<file path="config.mk">
export PLATFORM = sky130hd
export DESIGN_NAME = pe_cube_seq
export DESIGN_NICKNAME = d
export VERILOG_FILES = /design/src/rtl/pe_cube_seq.sv
export SDC_FILE = /design/constraint.sdc
export NUM_CORES = 1
export LEC_CHECK = 0
export ABC_AREA = 1
export BUFFER_PORTS_ARGS = -buffer_cell sky130_fd_sc_hd__buf_2
export CELL_PAD_IN_SITES_DETAIL_PLACEMENT = 1
export CELL_PAD_IN_SITES_GLOBAL_PLACEMENT = 2
export CORE_MARGIN = 1.5
export CORE_UTILIZATION = 36
export CTS_CLUSTER_DIAMETER = 30
export DETAILED_ROUTE_END_ITERATION = 6
export PLACE_DENSITY = 0.85
export SLEW_MARGIN = 40
export SYNTH_ARGS = -nofsm -noshare
export SYNTH_HDL_FRONTEND = slang
export SYNTH_SLANG_ARGS = --single-unit
</file>
<file path="constraint.sdc">
create_clock -name iClk -period 2.5 [get_ports iClk]
set_input_delay 0.625 -clock iClk [delete_from_list [all_inputs] [get_ports iClk]]
set_output_delay 0.625 -clock iClk [all_outputs]
set_load 0.03 [all_outputs]
</file>
<file path="src/rtl/pe_cube_seq.sv">
`default_nettype none
// ============================================================================
// Module  : pe_cube_seq
// Brief   : Step sequencer for a pe_cube array. Replays a stored pattern
//           program over conv blocks and registers the feeder data alongside
//           each step. Define PE_CUBE_SEQ_STALL_CNT_EN to add oStallCnt.
// Revision: 1.0
// ============================================================================
module pe_cube_seq #(
  parameter  int ARRAY_NUM  = 3,
  parameter  int CUBE_NUM   = 3,
  parameter  int STEP_DEPTH = 32,
  localparam int AW         = $clog2(STEP_DEPTH)
) (
  input  logic                    iClk,
  input  logic                    iRstN,
  input  logic                    iPrgWe,
  input  logic [AW-1:0]           iPrgAddr,
  input  logic [4*ARRAY_NUM-2:0]  iPrgData,
  input  logic [AW:0]             iNumSteps,
  input  logic [7:0]              iNumBlocks,
  input  logic [AW-1:0]           iClearStep,
  input  logic [3:0]              iDrainCycles,
  input  logic                    iStart,
  input  logic                    iDataValid,
  output logic                    oDataReady,
  input  logic [8*ARRAY_NUM-1:0]  iData1,
  input  logic [8*ARRAY_NUM-1:0]  iData2,
  input  logic [8*CUBE_NUM-1:0]   iWeight,
  output logic [8*ARRAY_NUM-1:0]  oData1,
  output logic [8*ARRAY_NUM-1:0]  oData2,
  output logic [8*CUBE_NUM-1:0]   oWeight,
  output logic [3*ARRAY_NUM-1:0]  oInputPattern,
  output logic [ARRAY_NUM-2:0]    oPassDataLeft,
  output logic                    oClearAcc,
  output logic                    oBusy,
  output logic                    oDone
`ifdef PE_CUBE_SEQ_STALL_CNT_EN
  ,
  output logic [15:0]             oStallCnt
`endif
);

  localparam int PW = 3*ARRAY_NUM;
  localparam int GW = 4*ARRAY_NUM-1;
  localparam int DW = 8*ARRAY_NUM;
  localparam int WW = 8*CUBE_NUM;
  localparam logic [PW-1:0] c_not_care = {ARRAY_NUM{3'd5}};

  typedef enum logic [1:0] {
    IDLE  = 2'd0,
    RUN   = 2'd1,
    DRAIN = 2'd2
  } state_t;

  state_t          state_q, state_d;
  logic [AW-1:0]   step_q, step_d;
  logic [7:0]      blk_q, blk_d;
  logic [AW:0]     nsteps_q, nsteps_d;
  logic [7:0]      nblk_q, nblk_d;
  logic [AW-1:0]   clr_step_q, clr_step_d;
  logic [3:0]      drain_q, drain_d;
  logic [3:0]      dcnt_q, dcnt_d;
  logic            done_q, done_d;
  logic            clear_q, clear_d;
  logic [DW-1:0]   data1_q, data1_d;
  logic [DW-1:0]   data2_q, data2_d;
  logic [WW-1:0]   weight_q, weight_d;
  logic [PW-1:0]   pat_q, pat_d;
  logic [GW-PW-1:0] pass_q, pass_d;
  logic [GW-1:0]   prg_q [STEP_DEPTH];
  logic [GW-1:0]   prg_d [STEP_DEPTH];

  logic            w_start;
  logic            w_prg_we;
  logic            w_last_step;
  logic            w_last_blk;
  logic [GW-1:0]   w_entry;

  assign w_start     = (state_q == IDLE) && iStart && (iNumSteps != '0) && (iNumBlocks != '0);
  assign w_prg_we    = iPrgWe && (state_q == IDLE) && (int'(iPrgAddr) < STEP_DEPTH);
  assign w_last_step = ({1'b0, step_q} == (nsteps_q - 1'b1));
  assign w_last_blk  = (blk_q == (nblk_q - 8'd1));
  assign w_entry     = prg_q[step_q];

  always_comb begin
    state_d    = state_q;
    step_d     = step_q;
    blk_d      = blk_q;
    nsteps_d   = nsteps_q;
    nblk_d     = nblk_q;
    clr_step_d = clr_step_q;
    drain_d    = drain_q;
    dcnt_d     = dcnt_q;
    done_d     = 1'b0;
    clear_d    = 1'b0;
    data1_d    = '0;
    data2_d    = '0;
    weight_d   = '0;
    pat_d      = c_not_care;
    pass_d     = '0;
    prg_d      = prg_q;
    if (w_prg_we) prg_d[iPrgAddr] = iPrgData;

    case (state_q)
      IDLE: begin
        if (w_start) begin
          state_d    = RUN;
          step_d     = '0;
          blk_d      = '0;
          nsteps_d   = iNumSteps;
          nblk_d     = iNumBlocks;
          clr_step_d = iClearStep;
          drain_d    = iDrainCycles;
        end
      end
      RUN: begin
        if (iDataValid) begin
          data1_d  = iData1;
          data2_d  = iData2;
          weight_d = iWeight;
          pat_d    = w_entry[PW-1:0];
          pass_d   = w_entry[GW-1:PW];
          // A clear step beyond the block length never matches step_q.
          clear_d  = (step_q == clr_step_q);
          if (w_last_step) begin
            step_d = '0;
            blk_d  = blk_q + 8'd1;
            if (w_last_blk) begin
              if (drain_q == 4'd0) begin
                state_d = IDLE;
                done_d  = 1'b1;
              end else begin
                state_d = DRAIN;
                dcnt_d  = drain_q;
              end
            end
          end else begin
            step_d = step_q + 1'b1;
          end
        end
      end
      DRAIN: begin
        if (dcnt_q == 4'd1) begin
          state_d = IDLE;
          done_d  = 1'b1;
        end else begin
          dcnt_d = dcnt_q - 4'd1;
        end
      end
      default: state_d = IDLE;
    endcase
  end

  always_ff @(posedge iClk or negedge iRstN) begin
    if (!iRstN) begin
      state_q    <= IDLE;
      step_q     <= '0;
      blk_q      <= '0;
      nsteps_q   <= '0;
      nblk_q     <= '0;
      clr_step_q <= '0;
      drain_q    <= '0;
      dcnt_q     <= '0;
      done_q     <= 1'b0;
      clear_q    <= 1'b0;
      data1_q    <= '0;
      data2_q    <= '0;
      weight_q   <= '0;
      pat_q      <= c_not_care;
      pass_q     <= '0;
      for (int i = 0; i < STEP_DEPTH; i++) prg_q[i] <= '0;
    end else begin
      state_q    <= state_d;
      step_q     <= step_d;
      blk_q      <= blk_d;
      nsteps_q   <= nsteps_d;
      nblk_q     <= nblk_d;
      clr_step_q <= clr_step_d;
      drain_q    <= drain_d;
      dcnt_q     <= dcnt_d;
      done_q     <= done_d;
      clear_q    <= clear_d;
      data1_q    <= data1_d;
      data2_q    <= data2_d;
      weight_q   <= weight_d;
      pat_q      <= pat_d;
      pass_q     <= pass_d;
      prg_q      <= prg_d;
    end
  end

`ifdef PE_CUBE_SEQ_STALL_CNT_EN
  logic [15:0] stall_q, stall_d;

  always_comb begin
    stall_d = stall_q;
    if (w_start) begin
      stall_d = '0;
    end else if ((state_q == RUN) && !iDataValid && (stall_q != 16'hFFFF)) begin
      stall_d = stall_q + 16'd1;
    end
  end

  always_ff @(posedge iClk or negedge iRstN) begin
    if (!iRstN) stall_q <= '0;
    else        stall_q <= stall_d;
  end

  assign oStallCnt = stall_q;
`endif

  assign oDataReady    = (state_q == RUN);
  assign oBusy         = (state_q != IDLE);
  assign oDone         = done_q;
  assign oClearAcc     = clear_q;
  assign oData1        = data1_q;
  assign oData2        = data2_q;
  assign oWeight       = weight_q;
  assign oInputPattern = pat_q;
  assign oPassDataLeft = pass_q;

endmodule
`default_nettype wire

</file>
Yosys cells after proc, flatten, opt, wreduce, memory -nomap -nowiden. Cells that the tools add are included.

Bits of input ports: 116. Register bits: 479. Output and inout port bits: 87.

Bitwise gates (word level): 2. Add/sub/neg operators: 5. Muxes and demuxes: 45. Order comparisons: 3. Equality and inequality tests: 13. Reduce and logical (&&, ||, !) cells: 17.

Operator list (number): bitwise mux 352 bit (1); two-way mux 24 bit (6); binary-select mux 11 bit (select 5 bit) (1); demux 11 bit (select 5 bit) (1); two-way mux 11 bit (3); two-way mux 8 bit (3); two-way mux 4 bit (5); two-way mux 9 bit (2); two-way mux 2 bit (8); one-hot mux 8 bit (2 select lines) (1); two-way mux 5 bit (3); >= comparator 6 bit (second input constant) (2); inverter 5 -> 6 bit (2); != test 2 bit (second input constant) (5); one-hot mux 5 bit (2 select lines) (1); adder 8 x 1 -> 8 bit (second input constant) (1); == test 8 bit (1); one-hot mux 4 bit (2 select lines) (1); nonzero test 8 bit (1); subtractor 8 x 1 -> 8 bit (second input constant) (1); two-way mux 1 bit (7); == test 5 x 6 -> 1 bit (1); < comparator 6 x 1 -> 1 bit (second input constant) (1); one-hot mux 2 bit (3 select lines) (1); 19 further kinds (26).

Logic depth before layout (Yosys ltp). Gate-level depths: netlist (run 1).

Word-level depth: 6. Gate-level depth with buffers: 15. Gate-level depth less buffers: 15.

Worst setup path after synthesis (run 1). No wires, ideal clock.

Path type: register -> register. From: register state_q[1]. To: register blk_q[6]. Data required time: 2.382 ns. Arrival time: 1.729 ns. Buffers on the path: 1. Path slack: 0.654 ns. Clock period less this slack: 1.846 ns. Setup time: 0.118 ns. Stages on the path, launching flop included: 11. Cell sequence: dfrtp_1 -> inv_1 -> ha_1 -> inv_1 -> nand2_1 -> o211ai_2 -> inv_2 -> nand2_2 -> buf_6 -> nand2_1 -> o21ai_2.

Elaborated cells between the ends (all ways): 11. Classes of those cells: eq/ne: 4; mux: 1; reduce/logical: 6.

RTL lines: start, declared (line 56) `state_t state_q, state_d;`; start signal, assigned (line 174) `state_q <= state_d;`; == test 2 x 1 -> 1 bit *; net oDataReady (line 26) `output logic oDataReady,`; != test 2 x 1 -> 1 bit (no line), or another cell as far along; AND reduction 4 bit (no line); end signal, assigned (line 176) `blk_q <= blk_d;`; end, declared (line 58) `logic [7:0] blk_q, blk_d;`.

The timed path passes the listed nets; every way through them passes the cells marked *. A chain may end at the register's enable or synchronous reset.

Worst setup path after layout (run 1).
From: register state_q[1]. To: output oDataReady.

Word-level cells in the longest chain between the ends: 1.

Ends and longest elaborated chain: == test 2 x 1 -> 1 bit (line 213) `assign oDataReady = (state_q == RUN);`; end, declared (line 26).

No other way between the ends.

==> flow_summary.yaml, run 1 <==
run_status:
  status: "complete, no violations"
detailed_routing:
  drtAntennaViolNets: 0
  wirelength_mm: 72.9
  via_per_inst: 5.25
  drt_iter0_markers: 1272
  wl_per_cell_um: 20.2
  first_pass_iters: 5
  drc: 0
  vias: 18900
yosys:
  yosys_warnings: 0
  yosysTopAreaCell: "dfrtp_1"
  syn_area_per_cell_um2: 8.50
  synth.ff_latch_count: 479
  synth_cell_types: 38
  netlist_area_mm2: 0.0211
  yosysSeqAreaShare: 0.567
  synthFlopType: "dfrtp_1"
  synth_cells: 2486
  netlist.area_leader.share: 0.560
  synth_top_cells_by_count: "553 x nand2_1, 551 x o21ai_0, 473 x dfrtp_1"
  synthTopCellsByArea: "dfrtp_1 56%, o21ai_0 13%, nand2_1 9.8%, nor2_1 5.5%, inv_1 2.5%"
  synth_edf_count: 0
  async_reset_ff_frac: 1.00
  synth.most_common_cell: "nand2_1"
  syn_nets: 2612
cells_and_area:
  fill_cells: 6747
  final_nets: 2857
  syn2layout_area_growth_pct: 31.7
  finalNonFillerCells: 3603
  drive_gt1_frac: 0.201
  final_area_mm2: 0.0278
  final_core_util: 0.481
timing:
  fmaxAchievable_mhz: 424
  finalSetupTns_ns: 0
  fin_crit_ns: 2.36
  hold_viol_final: 0
  tightest_slew_ns: 0.615
  report.final.slew_viol_count: 0
  post-route-period-util: 0.944
  skew_ns: 0.0345
  setup_viol: 0
  grt_setup_unrepaired: "false"
  slew_headroom: 0.587
global_routing:
  antenna_found_initial: 2
  track_usage: 0.247
  grt_max_degree: 91
  gr-total-overflow: 0
  grt_pass1_wl_mm: 117
  grt_pass1_vias: 20800
setup_path:
  cpLargestDelayFamily: "buffers and inverters"
  path_max_fanout: 8
  worst-path-stages: 4
  end_kind: "output pin"
  arrival_ns: 1.74
  path_cells: "inv_1 -> ha_1 -> buf_4 -> buf_2"
  startpoint_type: "flip-flop"
  cp_data_required_time_ns: 1.88
  critical_path_buf_inv_count: 3
  critPathSlowestCell: "dfrtp_1"
  reg2regPathDepth: 8
  crit_type: "flip-flop to output pin"
  max_stage_delay_ns: 0.39
cts:
  h-tree-depth: 3
  cts_buffers: 119
  cts_tree: "done"
  cts.sinks: 479
  root_buffer: "clkbuf_16"
  postCtsSetupBuffers: 0
  max-clock-path-buffers: 3
  clk_pin_slew_ns: 0.04
  clk_latency_ns: 0.67
power:
  peakVddDrop_uv: 639
  power_density_mw_per_mm2: 1290
  power_leakage_uw: 0.0136
  power_uw: 35800
run:
  maxCapViolCount: 0
placed_design:
  port_buffers: 202
  dp_hpwl_mm: 45.4
  place_inst: 3374
  place_congestion: 0.828
  place_area_mm2: 0.0233
floorplan:
  core_area_mm2: 0.0579
  fp.dieH_um: 245
  rows: 88
  start_util: 0.365
  io_pins: 203
  dieArea_mm2: 0.0602
  die_x_um: 245
worst_hold_path:
  worstHoldPathCells: 3
  hp-class: "primary input to flip-flop"
==> state kept, by name (all words and copies together), names as in the netlist, 5 cells and up <==
register       cells
step_q             5
nblk_q             8
prg_q            352
clr_step_q         5
nsteps_q           6
oInputPattern      9
oWeight           24
oData2            24
blk_q              8
oData1            24
==> metrics by stage <==
| step | setup slack (ns) | hold slack [ns] |
|---|---|---|
| 2_1_floorplan | 0.654 | 0.329 |
| 3_3_place_gp | 0.307 | 0.460 |
| 3_5_place_dp | 0.287 | 0.468 |
| 4_1_cts | 0.0521 | 0.114 |
| 5_1_grt | 0.0281 | 0.127 |
| 6_report | 0.139 | 0.158 |
==> worst register-to-register path: stages (launching register included) <==
cell	delay, ns
dfrtp_4	0.57
inv_4	0.29
buf_12	0.24
o21ai_0	0.12
o22ai_1	0.16
o21ai_0	0.13
a31oi_1	0.47
nor2_1	0.11
nor2_1	0.12
==> routing by layer <==
| layer | track usage | routed length, um | vias up |
|---|---|---|---|
| li1 | - | - | 8701 |
| met1 | 0.312 | 31400 | 9633 |
| met2 | 0.426 | 36600 | 429 |
| met3 | 0.0405 | 2710 | 138 |
| met4 | 0.0908 | 2150 | 0 |
| met5 | 0 | 0 | - |
==> path summary, 6_finish.rpt <==
kind	start	to	slack (ns)
max	state_q[1]	oDataReady	0.14
min	iData2[3]	oData2[3]	0.16
max reg2reg	step_q[0]	oInputPattern[7]	0.23
min reg2reg	prg_q[155]	prg_q[155]	0.48
max in group asynchronous	iRstN	prg_q[283]	1.12
min in group asynchronous	iRstN	prg_q[242]	0.43
==> layout make-up <==
class | instances | area (um^2) | share of cell area
well taps | 765 | 957 | 0.0344
clock buffers | 156 | 3440 | 0.124
multi-input cells | 1679 | 7790 | 0.280
flip-flops and latches | 479 | 12000 | 0.431
repair buffers | 311 | 2030 | 0.0729
diodes | 2 | 5.00 | 0.000180
inverters | 141 | 532 | 0.0191
clock inverters | 70 | 1070 | 0.0385
==> kinds of logic after synthesis <==
family / share of synthesized area
AO/OA/AOI/OAI: 0.172
XOR/XNOR: 0.00622
buffers and inverters: 0.0639
flip-flops: 0.567
adder cells (fa/ha/maj): 0.00592
AND/OR/NAND/NOR: 0.182
multiplexers: 0.00266
==> where the power goes <==
group          internal, uW  switching, uW  leakage [uW]
sequential             9930           1310       0.00638
clock                 12000           4950       0.00219
combinational          2620           5040       0.00500
total                 24500          11300        0.0136
==> placed cells by master, fill, tap and decap left out, drive strengths merged <==
master,netlist,layout
a21boi,1,1
a21oi,5,5
nor2,314,314
o2111ai,1,1
o21ai,573,573
clkinvlp,0,13
mux2,5,5
nor3,14,14
nor4,1,1
diode,0,2
xor2,10,10
dfrtp,473,473
o22ai,53,53
nand3b,2,2
a31oi,5,5
dlygate4sd3,0,1
ha,10,10
o211ai,22,22
inv,141,144
o221ai,17,17
or2,2,2
nand2,556,556
xnor2,5,5
nand3,73,73
clkinv,0,31
bufinv,0,23
dfstp,6,6
a311oi,1,1
and2,1,1
clkbuf,118,156
buf,69,310
nand4,8,8
==> what timing repair did <==
item / 4_1_cts / 5_1_grt
setup endpoints to repair: 0 / 1
gates resized for setup: 0 / 1
hold endpoints to repair: 27 / 0
hold buffers: 1 / 0
No activity file was read; power rests on OpenSTA's default activity.
==> run 2: changes to the inputs <==
--- a/config.mk
+++ b/config.mk
@@ -13,7 +13,7 @@
 export CORE_UTILIZATION = 36
 export CTS_CLUSTER_DIAMETER = 30
 export DETAILED_ROUTE_END_ITERATION = 6
-export PLACE_DENSITY = 0.85
+export PLACE_DENSITY = 0.84
 export SLEW_MARGIN = 40
 export SYNTH_ARGS = -nofsm -noshare
 export SYNTH_HDL_FRONTEND = slang
==> run 2 against run 1 <==
Net effect:
- register-to-register slack lost 0.09 ns
- critical path depth did not move
- first-iteration DRC count shrank 2.4%
- design area is 0.59% lower
- fmax is 1.0% lower
- non-clock buffer count up 5
- global-route usage fell by 0.64 points
- sequential share of layout area rose by 0.26 points
- die area did not move
- sequential power about the same
- via count decreased by 1.0%
- largest cell class unchanged
- highest routed layer is now met5
==> flow_summary.yaml, run 2 (same netlist as run 1, synthesis figures left out) <==
cells_and_area:
  final_nets: 2862
  drive_gt1_frac: 0.201
  syn2layout_area_growth_pct: 30.9
  final_common_cell: "nand2_1"
  top_register: "prg_q"
  layout_common_cells: "552 x nand2_1, 551 x o21ai_0, 471 x dfrtp_1"
  largest_reg_flops: 352
  final_core_util: 0.478
global_routing:
  grt_max_degree: 73
  grt_pass1_wl_mm: 114
  gr-total-overflow: 0
  track_usage: 0.241
  grt_pass1_vias: 20200
  antenna_found_initial: 4
placed_design:
  port_buffers: 202
  place_ws_ns: 0.225
  place_congestion: 0.828
  dp_hpwl_mm: 44.7
detailed_routing:
  drc: 0
  wl_per_cell_um: 19.8
  via_per_inst: 5.19
  first_pass_iters: 5
  drt_iter0_markers: 1241
  wirelength_mm: 71.3
  vias: 18700
  drtAntennaViolNets: 0
timing:
  tightest_slew_ns: 0.748
  report.final.slew_viol_count: 0
  holdWs_ns: 0.165
  setup_viol: 0
  post-route-period-util: 0.954
  fin_crit_ns: 2.38
  fmaxAchievable_mhz: 419
  grt_setup_unrepaired: "false"
  finalSetupTns_ns: 0
  hold_viol_final: 0
  worst_slack_ns: 0.115
  slew_headroom: 0.501
  skew_ns: 0.0330
cts:
  cts_buffers: 119
  clk_latency_ns: 0.67
  h-tree-depth: 3
  max-clock-path-buffers: 3
  clk_pin_slew_ns: 0.05
  root_buffer: "clkbuf_16"
  cts.sinks: 479
  cts_tree: "done"
power:
  p_int_uw: 23600
  power_uw: 34900
  peakVddDrop_uv: 675
  switchingPower_uw: 11200
  pwr-share-comb: 0.220
  seqPwrFrac: 0.321
  power_leakage_uw: 0.0135
  power.share.clock: 0.459
  power_density_mw_per_mm2: 1260
  p_sw_frac: 0.322
floorplan:
  io_pins: 203
  rows: 88
  die_x_um: 245
  start_util: 0.365
  fp.dieH_um: 245
  core_area_mm2: 0.0579
  dieArea_mm2: 0.0602
setup_path:
  crit_type: "flip-flop to output pin"
  startpoint_type: "flip-flop"
  ff2ff_setup_slack_ns: 0.14
  arrival_ns: 1.76
  end_kind: "output pin"
  path_max_fanout: 9
  cp_data_required_time_ns: 1.88
worst_hold_path:
  hp-class: "primary input to flip-flop"
run_status:
  status: "complete, no violations"
run:
  maxCapViolCount: 0
run 2: changes by cell type in the layout (fill, tap and decap cells not counted), moves of 2 or more:
cell | before | now
clkinv_2 | 23 | 25
buf_4 | 93 | 96
buf_12 | 15 | 18
clkbuf_8 | 30 | 25
buf_2 | 201 | 199
inv_6 | 1 | 6
bufinv_16 | 23 | 15
run 2: power groups by stage:
stage,Clock [uW],Combinational [uW],Sequential [uW]
floorplan,0,4770,11300
CTS,16200,7730,11200
global route,16600,8700,11400
detailed placement,0,7590,11200
finish,16000,7670,11200
global placement,0,7320,11100
run 2: final timing paths:
kind	start	endpoint	depth (start not counted)
min	iWeight[14]	oWeight[14]	3
min reg2reg	prg_q[287]	prg_q[287]	2
max reg2reg	step_q[1]	oInputPattern[1]	8
min in group asynchronous	iRstN	prg_q[57]	2
max	state_q[1]	oDataReady	4
max in group asynchronous	iRstN	prg_q[252]	3
run 2: final cells by class:
| class | instances | area, um^2 |
|---|---|---|
| clock inverter | 69 | 856 |
| clock buffer | 153 | 3400 |
| antenna | 2 | 5.00 |
| multi-input combinational | 1679 | 7810 |
| timing repair buffer | 316 | 2110 |
| inverter | 141 | 532 |
| tap | 765 | 957 |
| sequential | 479 | 12000 |
| fill | 6761 | 30300 |
run 2: repair_timing:
action                     4_1_cts  5_1_grt
hold buffers                     1        0
setup endpoints to repair        1        7
hold endpoints to repair        36        0
setup buffers                    0        1
pin swaps                        0        1
gates resized for setup          3        3
run 2: routing by layer:
metal	track usage	routed length [um]
met1	0.307	30600
met2	0.403	35000
met3	0.0438	3140
met5	0	13
met4	0.0991	2590
run 2: per-stage QoR:
stage               cells  area (um^2)
finish               3604        27700
global route         3604        27700
CTS                  3601        27600
detailed placement   3378        23400
global placement     3378        23400
floorplan            2486        21100
run 2: worst max-delay path: stages, from the launching register on:
cell and delay, ns:
dfrtp_1 0.42, inv_2 0.11, ha_4 0.19, buf_4 0.18, clkbuf_4 0.20
